### src/rtl/flasher_pkg.sv
// Shared constants and types for the light-flasher datapath: mode codes, rate
// exponent width, counter sizing and the light state encoding.
package flasher_pkg;

  localparam int unsigned MODE_W        = 3;
  localparam int unsigned RATE_W        = 2;
  localparam int unsigned MAX_SHIFT     = 3;
  localparam int unsigned TICKS_PER_SEC = 2 ** MAX_SHIFT;
  // Must hold the longest half-period, 2**(2*MAX_SHIFT) ticks.
  localparam int unsigned CNT_W         = 7;

  typedef logic [MODE_W-1:0] mode_t;

  // Master FSM state codes; 6 and 7 behave as OFF.
  localparam mode_t OFF1   = 3'd0;
  localparam mode_t ON     = 3'd1;
  localparam mode_t OFF2   = 3'd2;
  localparam mode_t FLASH1 = 3'd3;
  localparam mode_t OFF3   = 3'd4;
  localparam mode_t FLASH2 = 3'd5;

  typedef enum logic {
    LightOff,
    LightOn
  } light_e;

  function automatic logic is_flash_mode(mode_t m);
    return (m == FLASH1) || (m == FLASH2);
  endfunction

endpackage

### src/rtl/flash_timer_ctrl_if.sv
// Bus between master_fsm (master) and the flash timing controller (slave):
// mode code, shift pulses and base tick in; light drive, status and rates out.
interface flash_timer_ctrl_if;
  import flasher_pkg::*;

  logic              tick;
  mode_t             mode;
  logic              shift_left1;
  logic              shift_right1;
  logic              shift_left2;
  logic              shift_right2;
  logic              light;
  logic              flash_active;
  logic [RATE_W-1:0] rate1;
  logic [RATE_W-1:0] rate2;

  modport master (
    output tick, mode, shift_left1, shift_right1, shift_left2, shift_right2,
    input  light, flash_active, rate1, rate2
  );

  modport slave (
    input  tick, mode, shift_left1, shift_right1, shift_left2, shift_right2,
    output light, flash_active, rate1, rate2
  );

endinterface

### src/rtl/flash_rate_reg.sv
// Saturating up/down exponent register. Up and down together is a no-op;
// o_changed flags a step that will actually move the value on the next edge.
module flash_rate_reg import flasher_pkg::*; #(
  parameter int unsigned WIDTH   = RATE_W,
  parameter int unsigned MAX_VAL = MAX_SHIFT
) (
  input  logic             clk,
  input  logic             reset_n,
  input  logic             i_up,
  input  logic             i_down,
  output logic [WIDTH-1:0] o_rate,
  output logic             o_changed
);

  logic [WIDTH-1:0] r_rate;
  logic [WIDTH-1:0] w_rate_nxt;
  logic             w_up;
  logic             w_down;

  assign w_up      = i_up & ~i_down & (r_rate != WIDTH'(MAX_VAL));
  assign w_down    = i_down & ~i_up & (r_rate != '0);
  assign o_changed = w_up | w_down;
  assign o_rate    = r_rate;

  // Next exponent: one step toward the requested end, clamped at 0 and MAX_VAL.
  always_comb begin
    w_rate_nxt = r_rate;
    if (w_up) begin
      w_rate_nxt = r_rate + WIDTH'(1);
    end else if (w_down) begin
      w_rate_nxt = r_rate - WIDTH'(1);
    end
  end

  // Exponent register; only reset clears it, mode changes never do.
  always_ff @(posedge clk or negedge reset_n) begin
    if (!reset_n) begin
      r_rate <= '0;
    end else begin
      r_rate <= w_rate_nxt;
    end
  end

endmodule

### src/rtl/flash_timer_ctrl.sv
// Flash timing controller: holds the two flash-rate exponents, counts the 8 Hz
// base tick and drives the LED. Master FSM only sequences modes; all timing is here.
// Optional build macro FLASH_PHASE_RESET_EN: an effective rate change in the
// active flash mode restarts the on-phase with a cleared counter.
module flash_timer_ctrl #(
  parameter int unsigned MAX_SHIFT = flasher_pkg::MAX_SHIFT,
  parameter int unsigned CNT_W     = flasher_pkg::CNT_W
) (
  input logic               clk,
  input logic               reset_n,
  flash_timer_ctrl_if.slave bus
);
  import flasher_pkg::*;

  mode_t             w_mode;
  logic              w_is_f1;
  logic              w_is_f2;
  logic              w_flash;
  logic              w_entry;
  logic              w_phase_rst;
  logic [RATE_W-1:0] w_rate1;
  logic [RATE_W-1:0] w_rate2;
  logic              w_chg1;
  logic              w_chg2;
  logic [CNT_W-1:0]  w_base;
  logic [CNT_W-1:0]  w_period;
  logic [CNT_W-1:0]  w_last;
  logic [CNT_W-1:0]  w_cnt_nxt;
  light_e            w_light_nxt;

  logic [CNT_W-1:0]  r_cnt;
  mode_t             r_prev_mode;
  light_e            r_light;
  logic              r_flash_active;

  assign w_mode  = bus.mode;
  assign w_is_f1 = (w_mode == FLASH1);
  assign w_is_f2 = (w_mode == FLASH2);
  assign w_flash = is_flash_mode(w_mode);
  // Any change of mode into a flash mode (including FLASH1 <-> FLASH2) restarts it.
  assign w_entry = w_flash && (w_mode != r_prev_mode);

  // FLASH1: right pulse slows (exponent up). FLASH2: left pulse speeds (exponent up).
  flash_rate_reg #(
    .WIDTH   (RATE_W),
    .MAX_VAL (MAX_SHIFT)
  ) u_rate1 (
    .clk       (clk),
    .reset_n   (reset_n),
    .i_up      (bus.shift_right1),
    .i_down    (bus.shift_left1),
    .o_rate    (w_rate1),
    .o_changed (w_chg1)
  );

  flash_rate_reg #(
    .WIDTH   (RATE_W),
    .MAX_VAL (MAX_SHIFT)
  ) u_rate2 (
    .clk       (clk),
    .reset_n   (reset_n),
    .i_up      (bus.shift_left2),
    .i_down    (bus.shift_right2),
    .o_rate    (w_rate2),
    .o_changed (w_chg2)
  );

`ifdef FLASH_PHASE_RESET_EN
  assign w_phase_rst = (w_is_f1 & w_chg1) | (w_is_f2 & w_chg2);
`else
  logic w_unused_chg;
  assign w_unused_chg = w_chg1 ^ w_chg2;
  assign w_phase_rst  = 1'b0;
`endif

  assign w_base = CNT_W'(1) << MAX_SHIFT;

  // Half-period mux; uses the registered exponent so a same-cycle shift applies next cycle.
  always_comb begin
    w_period = w_base;
    if (w_is_f1) begin
      w_period = w_base << w_rate1;
    end else if (w_is_f2) begin
      w_period = w_base >> w_rate2;
    end
  end

  assign w_last = w_period - CNT_W'(1);

  // Light FSM next state; entry and phase reset take priority over a coincident tick.
  always_comb begin
    w_light_nxt = r_light;
    w_cnt_nxt   = r_cnt;
    if (w_mode == ON) begin
      w_light_nxt = LightOn;
      w_cnt_nxt   = '0;
    end else if (!w_flash) begin
      w_light_nxt = LightOff;
      w_cnt_nxt   = '0;
    end else if (w_entry || w_phase_rst) begin
      w_light_nxt = LightOn;
      w_cnt_nxt   = '0;
    end else if (bus.tick) begin
      // >= rather than == so a shortened period toggles at once instead of wrapping.
      if (r_cnt >= w_last) begin
        w_light_nxt = (r_light == LightOn) ? LightOff : LightOn;
        w_cnt_nxt   = '0;
      end else begin
        w_cnt_nxt = r_cnt + CNT_W'(1);
      end
    end
  end

  // Light state, tick counter, previous mode and registered flash status.
  always_ff @(posedge clk or negedge reset_n) begin
    if (!reset_n) begin
      r_light        <= LightOff;
      r_cnt          <= '0;
      r_prev_mode    <= OFF1;
      r_flash_active <= 1'b0;
    end else begin
      r_light        <= w_light_nxt;
      r_cnt          <= w_cnt_nxt;
      r_prev_mode    <= w_mode;
      r_flash_active <= w_flash;
    end
  end

  assign bus.light        = (r_light == LightOn);
  assign bus.flash_active = r_flash_active;
  assign bus.rate1        = w_rate1;
  assign bus.rate2        = w_rate2;

endmodule

### src/flat_wrapper.sv
// flat-port wrapper written by rule: the top's interface ports become plain ports
module flash_timer_ctrl_flat import flasher_pkg::*;
#(
  parameter int unsigned MAX_SHIFT = flasher_pkg::MAX_SHIFT,
  parameter int unsigned CNT_W     = flasher_pkg::CNT_W
)
  (clk, reset_n, bus_tick, bus_mode, bus_shift_left1, bus_shift_right1, bus_shift_left2, bus_shift_right2, bus_light, bus_flash_active, bus_rate1, bus_rate2);
  flash_timer_ctrl_if bus_i ();
  input logic clk;
  input logic reset_n;
  input wire logic [$bits(bus_i.tick)-1:0] bus_tick;
  input wire logic [$bits(bus_i.mode)-1:0] bus_mode;
  input wire logic [$bits(bus_i.shift_left1)-1:0] bus_shift_left1;
  input wire logic [$bits(bus_i.shift_right1)-1:0] bus_shift_right1;
  input wire logic [$bits(bus_i.shift_left2)-1:0] bus_shift_left2;
  input wire logic [$bits(bus_i.shift_right2)-1:0] bus_shift_right2;
  output wire logic [$bits(bus_i.light)-1:0] bus_light;
  output wire logic [$bits(bus_i.flash_active)-1:0] bus_flash_active;
  output wire logic [$bits(bus_i.rate1)-1:0] bus_rate1;
  output wire logic [$bits(bus_i.rate2)-1:0] bus_rate2;
  assign bus_i.tick = bus_tick;
  assign bus_i.mode = bus_mode;
  assign bus_i.shift_left1 = bus_shift_left1;
  assign bus_i.shift_right1 = bus_shift_right1;
  assign bus_i.shift_left2 = bus_shift_left2;
  assign bus_i.shift_right2 = bus_shift_right2;
  assign bus_light = bus_i.light;
  assign bus_flash_active = bus_i.flash_active;
  assign bus_rate1 = bus_i.rate1;
  assign bus_rate2 = bus_i.rate2;
  flash_timer_ctrl #(.MAX_SHIFT(MAX_SHIFT), .CNT_W(CNT_W)) u_core (.clk(clk), .reset_n(reset_n), .bus(bus_i));
endmodule
### config.mk
export PLATFORM = sky130hd
export DESIGN_NAME = flash_timer_ctrl_flat
export DESIGN_NICKNAME = d
export VERILOG_FILES = /design/src/rtl/flasher_pkg.sv /design/src/rtl/flash_timer_ctrl_if.sv /design/src/rtl/flash_rate_reg.sv /design/src/rtl/flash_timer_ctrl.sv /design/src/flat_wrapper.sv
export SDC_FILE = /design/constraint.sdc
export NUM_CORES = 1
export LEC_CHECK = 0
export BUFFER_PORTS_ARGS = -buffer_cell sky130_fd_sc_hd__buf_2
export CORE_MARGIN = 2
export CORE_UTILIZATION = 60
export DETAILED_ROUTE_END_ITERATION = 8
export PLACE_DENSITY_LB_ADDON = 0.25
export SLEW_MARGIN = 20
export SYNTH_ARGS = -nofsm -noshare
export SYNTH_HDL_FRONTEND = slang
export SYNTH_SLANG_ARGS = --single-unit
### constraint.sdc
create_clock -name clk -period 3.65 [get_ports clk]
set_input_delay 0.365 -clock clk [delete_from_list [all_inputs] [get_ports clk]]
set_output_delay 0.365 -clock clk [all_outputs]
set_load 0.05 [all_outputs]
Yosys cells after proc, flatten, opt, wreduce, memory -nomap -nowiden
Index checks and enable logic that the tools add are counted.

Flip-flop bits (word level): 16. Bits of input ports: 10. Output and inout bits: 6. Word-level logic and storage cells: 59.

Add/subtract/negate cells: 6. $lt $le $gt $ge: 1. Equal/unequal tests: 8. Shift operators: 2. Multiplexer cells: 17. Bitwise operators: 12. Reductions and logical operators: 7.

Operators by type and width (count): $mux 7 (7); $and 1x1->1 (8); $mux 2 (4); $ne 4x4->1 const B (2); $reduce_bool 2->1 (4); $add 7x1->7 const B (1); $ge 7x7->1 (1); $shl 4x2->7 const A (1); $shr 4x2->7 const A (1); $sub 7x1->7 const B (1); $mux 1 (6); $add 2x1->2 const B (2); $ne 2x2->1 const B (2); $not 1->1 (4); $sub 2x1->2 const B (2); $eq 3x1->1 const B (1); $eq 3x2->1 const B (1); $eq 3x3->1 const B (1); $ne 3x3->1 (1); $reduce_and 2->1 (1); $logic_and 1x1->1 (1); $logic_or 1x1->1 (1).

Longest topological paths before layout
Depth in word-level cells: 10. Gate-level depth with buffers: 12. Gate-level depth less buffers: 12.

By module
From an unflattened synthesis, not the netlist that was laid out.

Cell total of the unflattened synthesis: 131. Area total of the unflattened synthesis: 1171.1 um^2.

Modules (own cells, without submodules): flash_timer_ctrl (times used 1, cells each 99, area an instance 905.9 um^2); flash_rate_reg (times used 2, cells each 16, area an instance 132.6 um^2).

Worst setup path after synthesis
Ideal clock, no wire load.

Path type: register -> register. From: register u_core.u_rate2.r_rate[1] (netlist: u_core.u_rate2.o_rate[1]). To: register u_core.r_light (netlist: u_core.bus.light). Setup time: 125 ps. Data arrival time: 2710 ps. Required time: 3525 ps. Path slack: 815 ps. Stages on the path, launching flop included: 10. Cell sequence: dfrtp_1 -> and3_1 -> nand2_1 -> ha_1 -> xnor2_1 -> ha_1 -> a211o_1 -> a31oi_4 -> o221ai_2 -> mux2_4.

Cells in the longest elaborated chain, start to end: 7.

Ends and longest elaborated chain: start, declared (RTL line flash_rate_reg.sv:15) `logic [WIDTH-1:0] r_rate;`; start signal, assigned (RTL line flash_rate_reg.sv:40) `r_rate <= w_rate_nxt;`; $shr 4x2->7 (RTL line flash_timer_ctrl.sv:84) `w_period = w_base >> w_rate2;`; $mux 7 (RTL line flash_timer_ctrl.sv:83) `end else if (w_is_f2) begin`; $mux 7 (RTL line flash_timer_ctrl.sv:81) `if (w_is_f1) begin`; $sub 7x1->7 (RTL line flash_timer_ctrl.sv:88) `assign w_last = w_period - CNT_W'(1);`; $ge 7x7->1 (RTL line flash_timer_ctrl.sv:105) `if (r_cnt >= w_last) begin`; $ne 4x4->1 (no source line); $reduce_and 2->1 (no source line); end signal, assigned (RTL line flash_timer_ctrl.sv:117) `r_light <= LightOff;`; end signal, assigned (RTL line flash_timer_ctrl.sv:122) `r_light <= w_light_nxt;`; end, declared (RTL line flash_timer_ctrl.sv:33) `light_e r_light;`.

Every way passes these cells. A chain may end at the register's enable or synchronous reset.

Worst setup path in the final report
From: register u_core.u_rate2.r_rate[1] (netlist: u_core.u_rate2.o_rate[1]). To: register u_core.r_cnt[2].

Cells in the longest elaborated chain, start to end: 10.

Ends and longest elaborated chain: $shr 4x2->7 (RTL line flash_timer_ctrl.sv:84); $mux 7 (RTL line flash_timer_ctrl.sv:83); $mux 7 (RTL line flash_timer_ctrl.sv:81); $sub 7x1->7 (RTL line flash_timer_ctrl.sv:88); $ge 7x7->1 (RTL line flash_timer_ctrl.sv:105); $mux 7 (RTL line flash_timer_ctrl.sv:105); $mux 7 (RTL line flash_timer_ctrl.sv:103) `end else if (bus.tick) begin`; $mux 7 (RTL line flash_timer_ctrl.sv:100) `end else if (w_entry || w_phase_rst) begin`; $mux 7 (RTL line flash_timer_ctrl.sv:97) `end else if (!w_flash) begin`; $mux 7 (RTL line flash_timer_ctrl.sv:94) `if (w_mode == ON) begin`; end signal, assigned (RTL line flash_timer_ctrl.sv:123) `r_cnt <= w_cnt_nxt;`; end, declared (RTL line flash_timer_ctrl.sv:31) `logic [CNT_W-1:0] r_cnt;`.

Every way passes these cells. The select of a mux whose other input is x is not followed.

==> qor.csv <==
metric,value,unit
total grt overflow,0,
worst-case clock buffer depth,2,
"EDFF count, synth",0,
part of the power in registers,40.7,%
CORE AREA,0.00196,mm2
RD Place Congestion,0.832,
top_reg_cell synth,dfrtp_1,
minimum clock period,2.80,ns
setup violators final,0,
Final period util,76.7,%
Die Y,49.5,um
simple-gate area share of the yosys netlist,27.7,%
Max Fclk,357,MHz
first-pass GRT wire length,4.31,mm
Syn Std Cell Area,0.00124,mm2
Antenna Violating Nets Remaining,0,
Root Buffer Master,clkbuf_4,
clk slew on worst S/H paths,0.10,ns
HP Class,primary input to flip-flop,
unrepaired setup endpoints after global routing,false,
vias in the first global route,1002,
Yosys cell types,36,
post-synthesis register bit count,16,
H-tree depth,1,
worst skew pair latency,0.30,ns
fillcell total,165,
top-area cell type share of the netlist area,32.3,%
Combinational Power Share,39.0,%
GRT Total Usage,23.1,%
Post-DP HPWL,1.97,mm
design area,0.00139,mm2
Area Overhead vs Synth,11.9,%
antenna fix cells,0,
layout cells sized above 1,19.6,%
placed standard-cell area,0.00134,mm2
pin count of the biggest net entering global routing,17,
Synth area leader,dfrtp_1,
Worst Max-Slew Pin Slew,0.769,ns
"Seq/Total Area, Yosys",32.3,%
MaxCap Viol Count,0,
Initial DRC Count,15,
XOR/XNOR Fraction of Synth Area,1.41,%
WP data arrival,3.00,ns
Pleak,0.616,nW
"Avg Cell Area, Syn",9.62,um2
post-CTS setup buffer count,0,
routed wire length,2.59,mm
Max Transition Viols Final,0,
Syn Nets,148,
Initial Utilization,63.3,%
register-to-register setup slack,0.85,ns
Final nets,168,
part of the power in the clock network,20.3,%
WP data required,3.86,ns
Net Sw Power,267,uW
Crit. End Element,flip-flop,
via count,1060,
mux cell area share after synthesis,1.21,%
I/O Pins,16,
width of the die,49.5,um
kind of critical path,flip-flop to flip-flop,
internal power,334,uW
setup slack after layout,0.851,ns
"top cells by area, synth","dfrtp_1, ha_1, nand2_1",
TritonCTS clock tree,built,
Sink Count,16,
final hold violations,0,
largest family of logic cells by synthesized area,simple AND/OR/NAND/NOR gates,
FP Rows,16,
Worst IR Drop VDD,0.000312,V
hold_sp,bus_mode[0],
cts bufs inserted,3,
die area,0.00245,mm2
worst hold path endpoint,u_core.r_prev_mode[0]$_DFF_PN0_,
Port Buffers,15,
crit path max fanout,8,
Synth Instances,129,
worst clock skew,0.00834,ns
Slew HR,48.7,%
TritonRoute pass-1 iters,4,
Reg2Reg Depth,11,
Synth Area in Compound Gates,25.9,%
Hold Crit Depth,1,
outcome,"finished, final reports clean",
Final Power,601,uW
via-per-instance ratio,6.06,
synth warn,0,
number of remaining DRC errors,0,
worst slack after detailed placement,0.599,ns
reg2reg start,u_core.u_rate2.o_rate[1]$_DFFE_PN0P_,
Async SR Flop Fraction,100,%
reg-to-reg critical path endpoint,u_core.r_cnt[2]$_DFFE_PN0P_,
DR WL/cell,14.8,um
initial antenna violation count,0,
adder-cell share of the synthesized area,9.07,%
PD cells,433,mW/mm2
setup TNS,0,ns
sw frac,44.4,%
critical path launch point type,flip-flop,
synth_stat cells (all sizes together) (6+ instances only):
cell type   n
nand2      18
dfrtp      16
o21ai      11
ha          9
nand2b      7
nor2b       7
o211ai      7
and3        6
inv         6
worst max-delay path by stage:
| stage | startpoint | to | slack [ns] |
|---|---|---|---|
| after floorplan | u_core.u_rate2.o_rate[1]$_DFFE_PN0P_ | u_core.bus.light$_DFFE_PN0P_ | 0.81 |
| after global placement | bus_mode[2] | u_core.bus.light$_DFFE_PN0P_ | 0.76 |
| after detailed placement | bus_mode[2] | u_core.r_cnt[2]$_DFFE_PN0P_ | 0.60 |
| after CTS | bus_mode[2] | u_core.r_cnt[2]$_DFFE_PN0P_ | 0.89 |
| after global routing | bus_mode[2] | u_core.r_cnt[2]$_DFFE_PN0P_ | 0.67 |
| final | u_core.u_rate2.o_rate[1]$_DFFE_PN0P_ | u_core.r_cnt[2]$_DFFE_PN0P_ | 0.85 |
routing by layer:
metal  up-vias  track usage [%]  routed length, um
li1        523                -                  -
met1       503             27.8               1180
met2        27             38.7               1260
met3         7             3.64                 77
met4         0             13.9                 63
met5         -                0                  0
area by class of cell:
class                      instances  area [um2]  area share [%]
inverter                           6        22.5            1.62
multi-input combinational        106         811            58.4
timing repair buffer              16        85.1            6.13
clock buffer                       4        36.3            2.61
tap                               27        33.8            2.43
sequential                        16         400            28.8
registers in the layout, summed over array words and instances, names as in the netlist:
name / cells
u_core.bus.light: 1
u_core.r_prev_mode: 3
u_core.r_cnt: 7
u_core.u_rate1.o_rate: 2
u_core.bus.flash_active: 1
u_core.u_rate2.o_rate: 2
power groups by stage:
stage	Clock (mW)	Combinational (mW)	Sequential, mW
after detailed placement	0	0.232	0.245
final	0.122	0.234	0.245
after global routing	0.132	0.249	0.250
after floorplan	0	0.0945	0.319
after CTS	0.123	0.234	0.241
after global placement	0	0.223	0.243
critical path, cell delays in order (launching register included):
cell	delay (ns)
dfrtp_1	0.48
and3_1	0.24
nand2_1	0.11
ha_1	0.25
inv_1	0.07
o21ai_0	0.21
o21a_1	0.17
ha_1	0.24
and3_1	0.21
o21ai_1	0.26
o211ai_4	0.19
o311ai_2	0.27
cells by family after synthesis:
| logic type | count (synthesis) |
|---|---|
| muxes | 1 |
| adders and majority gates | 9 |
| DFF | 16 |
| buffers and inverters | 7 |
| xor gates and xnor gates | 2 |
| and+or+nand+nor | 56 |
| AOI/OAI and AO/OA | 38 |
cell usage in the layout (no fill, tap or decap), types with 2 or more instances in the layout:
cell type  netlist  routed
dfrtp_1         16      16
nand2b_1         7       7
inv_1            6       6
nand4bb_4        2       2
nor2b_1          7       7
o2111ai_1        3       3
nand3_1          3       3
o21a_1           3       3
nor2_1           3       3
a21o_1           2       2
and2_1           2       2
ha_1             9       9
buf_2            0      15
and3b_1          3       3
nand2_1         18      18
xnor2_1          2       2
o21ai_0          7       7
or3_1            3       3
clkbuf_4         0       3
o211ai_1         6       6
and3_1           6       6
a32oi_1          2       2
o21ai_1          4       4
per-stage QoR:
stage | hold slack, ns | utilization [%] | instances
2_1_floorplan | 0.0694 | - | 129
3_3_place_gp | 0.295 | 68.4 | 170
3_5_place_dp | 0.297 | 68.4 | 170
4_1_cts | 0.260 | 70.8 | 175
5_1_grt | 0.256 | 70.8 | 175
6_report | 0.260 | 70.8 | 175
repair_timing:
action,CTS,global route
setup endpoints to repair,0,0
hold buffers,1,0
endpoints found under the hold margin,16,0
gates resized for setup,0,0
Note: power is estimated with default switching activity, not from simulation.
